`src/rtl/imm_gen_pkg.sv`:
```
// Immediate generator: shared format codes and opcodes.
// Used by the decoder and the pipeline top.
package imm_gen_pkg;

  typedef enum logic [2:0] {
    FMT_R   = 3'd0,
    FMT_I   = 3'd1,
    FMT_S   = 3'd2,
    FMT_B   = 3'd3,
    FMT_U   = 3'd4,
    FMT_J   = 3'd5,
    FMT_ILL = 3'd7
  } fmt_e;

  localparam logic [6:0] OPC_OP        = 7'b0110011;
  localparam logic [6:0] OPC_OP_IMM    = 7'b0010011;
  localparam logic [6:0] OPC_LOAD      = 7'b0000011;
  localparam logic [6:0] OPC_JALR      = 7'b1100111;
  localparam logic [6:0] OPC_SYSTEM    = 7'b1110011;
  localparam logic [6:0] OPC_STORE     = 7'b0100011;
  localparam logic [6:0] OPC_BRANCH    = 7'b1100011;
  localparam logic [6:0] OPC_LUI       = 7'b0110111;
  localparam logic [6:0] OPC_AUIPC     = 7'b0010111;
  localparam logic [6:0] OPC_JAL       = 7'b1101111;
  localparam logic [6:0] OPC_OP_IMM_32 = 7'b0011011;
  localparam logic [6:0] OPC_OP_32     = 7'b0111011;

  function automatic logic uses_target(fmt_e f);
    return (f == FMT_B) || (f == FMT_J);
  endfunction

endpackage

```
`src/rtl/imm_gen_if.sv`:
```
// Immediate generator: instruction in / result out handshake bundle.
// master drives instructions and consumes results; slave is the block.
interface imm_gen_if #(
  parameter int XLEN = 32
);
  logic            in_valid_i;
  logic            in_ready_o;
  logic [31:0]     instr_i;
  logic [XLEN-1:0] pc_i;
  logic            flush_i;
  logic            out_valid_o;
  logic            out_ready_i;
  logic [XLEN-1:0] imm_o;
  logic [2:0]      fmt_o;
  logic [XLEN-1:0] target_o;
  logic            illegal_o;

  modport master (
    output in_valid_i, instr_i, pc_i,
    output flush_i, out_ready_i,
    input  in_ready_o, out_valid_o,
    input  imm_o, fmt_o, target_o, illegal_o
  );

  modport slave (
    input  in_valid_i, instr_i, pc_i,
    input  flush_i, out_ready_i,
    output in_ready_o, out_valid_o,
    output imm_o, fmt_o, target_o, illegal_o
  );
endinterface

```
`src/rtl/imm_gen_pipe_imm_decode.sv`:
```
// Immediate decoder: opcode -> format, sign-extended immediate.
// Purely combinational.
module imm_decode
  import imm_gen_pkg::*;
#(
  parameter int XLEN     = 32,
  parameter bit RV64_OPS = 1'b0
) (
  input  logic [31:0]     instr,
  output logic [XLEN-1:0] imm,
  output fmt_e            fmt,
  output logic            illegal
);

  logic [6:0]  opc;
  logic [31:0] imm32;
  logic        is_r, is_i, is_s;
  logic        is_b, is_u, is_j;

  assign opc  = instr[6:0];
  assign is_r = (opc == OPC_OP) ||
                (RV64_OPS && opc == OPC_OP_32);
  assign is_i = (opc == OPC_OP_IMM) ||
                (opc == OPC_LOAD) ||
                (opc == OPC_JALR) ||
                (opc == OPC_SYSTEM) ||
                (RV64_OPS && opc == OPC_OP_IMM_32);
  assign is_s = (opc == OPC_STORE);
  assign is_b = (opc == OPC_BRANCH);
  assign is_u = (opc == OPC_LUI) || (opc == OPC_AUIPC);
  assign is_j = (opc == OPC_JAL);

  always_comb begin
    fmt     = FMT_ILL;
    illegal = 1'b0;
    imm32   = '0;
    unique case (1'b1)
      is_r: fmt = FMT_R;
      is_i: begin
        fmt   = FMT_I;
        imm32 = {{20{instr[31]}}, instr[31:20]};
      end
      is_s: begin
        fmt   = FMT_S;
        imm32 = {{20{instr[31]}}, instr[31:25],
                 instr[11:7]};
      end
      is_b: begin
        fmt   = FMT_B;
        imm32 = {{19{instr[31]}}, instr[31], instr[7],
                 instr[30:25], instr[11:8], 1'b0};
      end
      is_u: begin
        fmt   = FMT_U;
        imm32 = {instr[31:12], 12'b0};
      end
      is_j: begin
        fmt   = FMT_J;
        imm32 = {{11{instr[31]}}, instr[31], instr[19:12],
                 instr[20], instr[30:21], 1'b0};
      end
      default: illegal = 1'b1;
    endcase
    imm = XLEN'($signed(imm32));
  end

endmodule

```
`src/rtl/imm_gen_pipe.sv`:
```
// Immediate generator pipe: decode + target add into a 2-entry skid FIFO.
// in_ready_o depends on registered state only.
module imm_gen_pipe
  import imm_gen_pkg::*;
#(
  parameter int XLEN     = 32,
  parameter bit RV64_OPS = 1'b0
) (
  input logic        clk_i,
  input logic        rst_i,
  imm_gen_if.slave   bus
);

  logic [XLEN-1:0] dec_imm;
  fmt_e            dec_fmt;
  logic            dec_ill;
  logic [XLEN-1:0] dec_tgt;

  imm_decode #(
    .XLEN     (XLEN),
    .RV64_OPS (RV64_OPS)
  ) u_dec (
    .instr   (bus.instr_i),
    .imm     (dec_imm),
    .fmt     (dec_fmt),
    .illegal (dec_ill)
  );

  assign dec_tgt = uses_target(dec_fmt) ?
                   bus.pc_i + dec_imm : bus.pc_i;

  logic [XLEN-1:0] imm_q [2];
  logic [XLEN-1:0] tgt_q [2];
  fmt_e            fmt_q [2];
  logic            ill_q [2];
  logic [1:0]      count;
  logic            wr_ptr, rd_ptr;
  logic            rdy_q;
  logic            out_v, push, pop;

  // rdy_q keeps in_ready_o low until the first edge after reset.
  assign out_v          = (count != 2'd0);
  assign bus.in_ready_o = rdy_q && (count != 2'd2);
  assign bus.out_valid_o = out_v;

  assign push = bus.in_valid_i && bus.in_ready_o &&
                !bus.flush_i;
  assign pop  = out_v && bus.out_ready_i;

  always_ff @(posedge clk_i or negedge rst_i) begin
    if (!rst_i) begin
      count  <= 2'd0;
      wr_ptr <= 1'b0;
      rd_ptr <= 1'b0;
      rdy_q  <= 1'b0;
      for (int i = 0; i < 2; i++) begin
        imm_q[i] <= '0;
        tgt_q[i] <= '0;
        fmt_q[i] <= FMT_R;
        ill_q[i] <= 1'b0;
      end
    end else begin
      rdy_q <= 1'b1;
      if (bus.flush_i) begin
        count  <= 2'd0;
        wr_ptr <= 1'b0;
        rd_ptr <= 1'b0;
      end else begin
        if (push) begin
          imm_q[wr_ptr] <= dec_imm;
          tgt_q[wr_ptr] <= dec_tgt;
          fmt_q[wr_ptr] <= dec_fmt;
          ill_q[wr_ptr] <= dec_ill;
          wr_ptr        <= ~wr_ptr;
        end
        if (pop) rd_ptr <= ~rd_ptr;
        if (push && !pop)
          count <= count + 2'd1;
        else if (pop && !push)
          count <= count - 2'd1;
      end
    end
  end

  assign bus.imm_o     = out_v ? imm_q[rd_ptr] : '0;
  assign bus.target_o  = out_v ? tgt_q[rd_ptr] : '0;
  assign bus.fmt_o     = out_v ? fmt_q[rd_ptr] : FMT_R;
  assign bus.illegal_o = out_v ? ill_q[rd_ptr] : 1'b0;

endmodule

```
`src/flat_wrapper.sv`:
```
// flat-port wrapper written by rule: the top's interface ports become plain ports
module imm_gen_pipe_flat import imm_gen_pkg::*;
#(
  parameter int XLEN     = 32,
  parameter bit RV64_OPS = 1'b0
)
  (clk_i, rst_i, bus_in_valid_i, bus_instr_i, bus_pc_i, bus_flush_i, bus_out_ready_i, bus_in_ready_o, bus_out_valid_o, bus_imm_o, bus_fmt_o, bus_target_o, bus_illegal_o);
  imm_gen_if #(.XLEN(XLEN)) bus_i ();
  input logic clk_i;
  input logic rst_i;
  input wire logic [$bits(bus_i.in_valid_i)-1:0] bus_in_valid_i;
  input wire logic [$bits(bus_i.instr_i)-1:0] bus_instr_i;
  input wire logic [$bits(bus_i.pc_i)-1:0] bus_pc_i;
  input wire logic [$bits(bus_i.flush_i)-1:0] bus_flush_i;
  input wire logic [$bits(bus_i.out_ready_i)-1:0] bus_out_ready_i;
  output wire logic [$bits(bus_i.in_ready_o)-1:0] bus_in_ready_o;
  output wire logic [$bits(bus_i.out_valid_o)-1:0] bus_out_valid_o;
  output wire logic [$bits(bus_i.imm_o)-1:0] bus_imm_o;
  output wire logic [$bits(bus_i.fmt_o)-1:0] bus_fmt_o;
  output wire logic [$bits(bus_i.target_o)-1:0] bus_target_o;
  output wire logic [$bits(bus_i.illegal_o)-1:0] bus_illegal_o;
  assign bus_i.in_valid_i = bus_in_valid_i;
  assign bus_i.instr_i = bus_instr_i;
  assign bus_i.pc_i = bus_pc_i;
  assign bus_i.flush_i = bus_flush_i;
  assign bus_i.out_ready_i = bus_out_ready_i;
  assign bus_in_ready_o = bus_i.in_ready_o;
  assign bus_out_valid_o = bus_i.out_valid_o;
  assign bus_imm_o = bus_i.imm_o;
  assign bus_fmt_o = bus_i.fmt_o;
  assign bus_target_o = bus_i.target_o;
  assign bus_illegal_o = bus_i.illegal_o;
  imm_gen_pipe #(.XLEN(XLEN), .RV64_OPS(RV64_OPS)) u_core (.clk_i(clk_i), .rst_i(rst_i), .bus(bus_i));
endmodule
```
`config.mk`:
```
export PLATFORM = sky130hd
export DESIGN_NAME = imm_gen_pipe_flat
export DESIGN_NICKNAME = d
export VERILOG_FILES = /design/src/rtl/imm_gen_pkg.sv /design/src/rtl/imm_gen_if.sv /design/src/rtl/imm_gen_pipe_imm_decode.sv /design/src/rtl/imm_gen_pipe.sv /design/src/flat_wrapper.sv
export SDC_FILE = /design/constraint.sdc
export NUM_CORES = 1
export LEC_CHECK = 0
export ABC_AREA = 1
export CAP_MARGIN = 20
export CORE_MARGIN = 3
export CORE_UTILIZATION = 36
export CTS_BUF_LIST = sky130_fd_sc_hd__clkbuf_16
export CTS_CLUSTER_SIZE = 30
export DETAILED_ROUTE_END_ITERATION = 10
export MAX_ROUTING_LAYER = met4
export PLACE_DENSITY = 0.64
export SLEW_MARGIN = 20
export SYNTH_ARGS = -nofsm -noshare
export SYNTH_HDL_FRONTEND = slang
export SYNTH_SLANG_ARGS = --single-unit
export TNS_END_PERCENT = 50
```
`constraint.sdc`:
```
create_clock -name clk_i -period 2.9 [get_ports clk_i]
set_input_delay 0.725 -clock clk_i [delete_from_list [all_inputs] [get_ports clk_i]]
set_output_delay 0.725 -clock clk_i [all_outputs]
set_load 0.005 [all_outputs]
```
==> key figures <==
Min path
  – Hold Crit Class: input pin to async pin

Critical path
  – Critical Path Fanout Max: 5
  – Critical Path, Cell by Cell: buf_4 -> buf_6 -> nand2_4 -> nor2_4 -> nand2_4 -> inv_4 -> nor2_4 -> nand2_4 -> inv_4 -> buf_8 -> nor2_4 -> ha_4 -> nand2_1 -> nand2_2 -> inv_1 -> nand2_1 -> inv_1 -> nand2_2 -> xnor2_1 -> nand2_1 -> o21ai_0 -> buf_4 -> o21ai_1
  – Crit path launch type: input pin
  – Worst Setup End Kind: register
  – Crit path DAT: 3160 ps
  – Crit Path Class: input pin to register
  – CP peak stage delay: 330 ps
  – CP max-delay cell: ha_4
  – CP bufs+invs: 8
  – Top delay family on crit path: simple AND/OR/NAND/NOR gates
  – Worst path required time: 3180 ps

Synth
  – Yosys Warn Count: 0
  – Post-synth ARST share: 100%
  – Cell Area, Synth: 0.00947 mm²
  – Syn_nets: 1532
  – Post-synth EDFFs: 0
  – Synth cell types: 39
  – Post-Synthesis Cells: 1431
  – Cell taking the most area after synthesis: dfrtp_1
  – Synth Register Bits: 141
  – Post-synthesis sequential area ratio: 37.3%
  – Synth area leaders: dfrtp_1 37%, nand2_1 22%, inv_1 6.6%
  – Syn_area_per_cell: 6.62 µm²
  – Most used DFF post-synth: dfrtp_1
  – Top-area cell type share of the netlist area: 37.3%

Power
  – Leakage: 7.22 nW
  – VDD IR-drop max: 0.562 mV
  – Power per Cell Area: 632 mW/mm²

Clock network
  – Num CTS Buffers: 17
  – CTS Sinks: 141
  – Htree depth: 4
  – Worst-path clk slew: 60 ps
  – Worst-skew pair later-pin latency: 430 ps
  – Longest Clk Path Bufs: 2
  – Clock root buffer: clkbuf_16
  – CTS tree: done

STA
  – Final hold violation count: 0
  – Setup Viol. Count Final: 0
  – Maximum clock rate: 346 MHz
  – Clock skew: 8.23 ps
  – Slew headroom: 46.0%
  – RSZ-0062 raised after global routing: yes
  – Fin. max-slew vios: 0
  – Min Tclk post-route: 2890 ps
  – Worst-margin pin slew: 809 ps
  – Tcrit/Tclk final: 99.5%
  – Hold slack: 316 ps
  – PnR worst setup slack: 13.1 ps

GRT
  – Grt ovf: 0
  – Initial antenna violation count: 0
  – Number of global-route vias before repair: 10000
  – First-pass GRT wire length: 54.8 mm
  – All-Layer GR Usage: 25.2%
  – Largest net degree at the start of global routing: 73

Route
  – Final ANT Viol Nets: 0
  – DR DRC count: 0
  – Initial drt markers: 876
  – WL/cell: 17.1 µm
  – Detailed Route WL: 35.7 mm
  – 1st-pass router iterations: 5
  – DR vias/cell: 5.10
  – Total number of vias: 10600

Run status
  – Status: complete, no violations

Finish
  – Finished Layout Cells: 2081
  – Layout Utilization: 57.3%
  – Area grow syn2layout: 54.6%
  – Final Net Count: 1839
  – Final instance area: 0.0146 mm²
  – Number of antenna diodes: 0
  – Share of layout cells above drive strength 1: 28.2%

Floorplan
  – Die boundary height: 168 µm
  – I/O pins: 139
  – Row count: 58
  – Initial core utilization: 37.1%
  – Die W: 168 µm
  – Die area: 0.0283 mm²
  – Total core area: 0.0255 mm²

Placed design
  – DPL Wire Length: 25.8 mm
  – Post-Place Cells: 2020
  – Port bufs: 138
  – Area after DPL: 0.0124 mm²
  – Dpl ws: -1000 ps
  – GPL Wtd Cong: 0.976

Job
  – Max-cap viol count: 0
==> synth_stat cells, types with 5 or more instances <==
master,n
a21oi_1,97
a31oi_1,11
buf_1,5
buf_2,17
buf_4,11
clkbuf_1,25
dfrtp_1,141
ha_1,31
inv_1,166
inv_2,7
nand2_1,549
nand3_1,77
nand4_1,8
nor2_1,77
nor2_2,6
nor3_1,7
o211ai_1,8
o21ai_0,96
o21ai_1,28
o21ai_2,11
o21bai_1,5
or2_1,10
xnor2_1,11
==> power by group <==
part / total, mW / switching, mW / internal [mW] / leakage [nW]
Combinational: 3.87 / 2.01 / 1.86 / 5.14
Clock: 2.36 / 0.922 / 1.44 / 0.312
Sequential: 3.02 / 0.323 / 2.70 / 1.77
==> per-layer routing <==
metal | GRT usage, % | vias up | wire length, µm
li1 | - | 5143 | -
met1 | 35.0 | 5041 | 16500
met2 | 37.2 | 362 | 16100
met3 | 3.71 | 73 | 1800
met4 | 9.68 | 0 | 1360
met5 | - | - | 0
==> path summary, 6_finish.rpt <==
check	from	to	slack (ps)	depth (start not counted)
min in group clk_i	u_core.imm_q[40]$_DFFE_PN0P_	u_core.imm_q[40]$_DFFE_PN0P_	470	2
worst max-delay path	bus_instr_i[3]	u_core.tgt_q[9]$_DFFE_PN0P_	10	23
worst min register to register	u_core.imm_q[40]$_DFFE_PN0P_	u_core.imm_q[40]$_DFFE_PN0P_	470	2
worst min-delay path	rst_i	u_core.imm_q[44]$_DFFE_PN0P_	320	1
max in group asynchronous	rst_i	u_core.tgt_q[62]$_DFFE_PN0P_	1900	2
worst max register to register	u_core.count[1]$_DFFE_PN0P_	u_core.fmt_q[2]$_DFFE_PN0P_	970	9
==> cells by family after synthesis <==
family                     after synthesis  synth area share [%]
and+or+nand+nor                        747                  32.0
DFF                                    141                  37.3
muxes                                    1                 0.106
buffers and inverters                  234                  10.1
adders and majority gates               32                  4.31
xor gates and xnor gates                12                  1.11
other                                    1                0.0396
AOI/OAI and AO/OA                      263                  15.0
==> worst register-to-register path, delay by kind of cell (launching register included) <==
family                 cells  cell delay (ps)
AND/OR/NAND/NOR            5              420
flip-flops                 1              380
buffers and inverters      3              760
AO/OA/AOI/OAI              1              210
==> sequential cells by signal, summed over array words and instances (netlist names) <==
name,flops
u_core.count,2
u_core.tgt_q,64
u_core.imm_q,64
u_core.wr_ptr,1
u_core.rdy_q,1
u_core.fmt_q,6
u_core.rd_ptr,1
u_core.ill_q,2
==> cells in the final DEF (no fill, tap or decap), types with 27 or more instances in the layout <==
master | netlist | routed
inv_1 | 166 | 158
a21oi_1 | 97 | 72
nand2_2 | 4 | 51
buf_4 | 11 | 191
nand3_1 | 77 | 50
o21ai_1 | 28 | 31
ha_4 | 0 | 27
dfrtp_1 | 141 | 140
clkdlybuf4s50_1 | 0 | 127
o21ai_0 | 96 | 89
nor2_1 | 77 | 41
nand2_1 | 549 | 482
==> metrics by stage <==
step                total power, mW  TNS [ps]
floorplan                      4.69         0
global placement               6.58    -54600
detailed placement             6.63    -55160
CTS                            9.14     -2.44
global route                   9.85     -1020
finish                         9.26         0
==> what timing repair did <==
action / in CTS / in global routing
hold buffers: 0 / 0
endpoints found under the hold margin: 0 / 0
setup buffers: 19 / 11
endpoints found under the setup margin: 66 / 67
gates cloned: 0 / 0
pin swaps: 68 / 63
gates resized for setup: 201 / 138
==> final cells by class <==
cell class	instances	area (µm²)
inverters	174	673
clock buffers	17	425
clock inverters	15	196
multi-input cells	1056	6270
repair buffers	348	3130
well taps	330	413
fillers	2301	10900
flip-flops and latches	141	3530
Note: power is estimated with default switching activity, not from simulation.
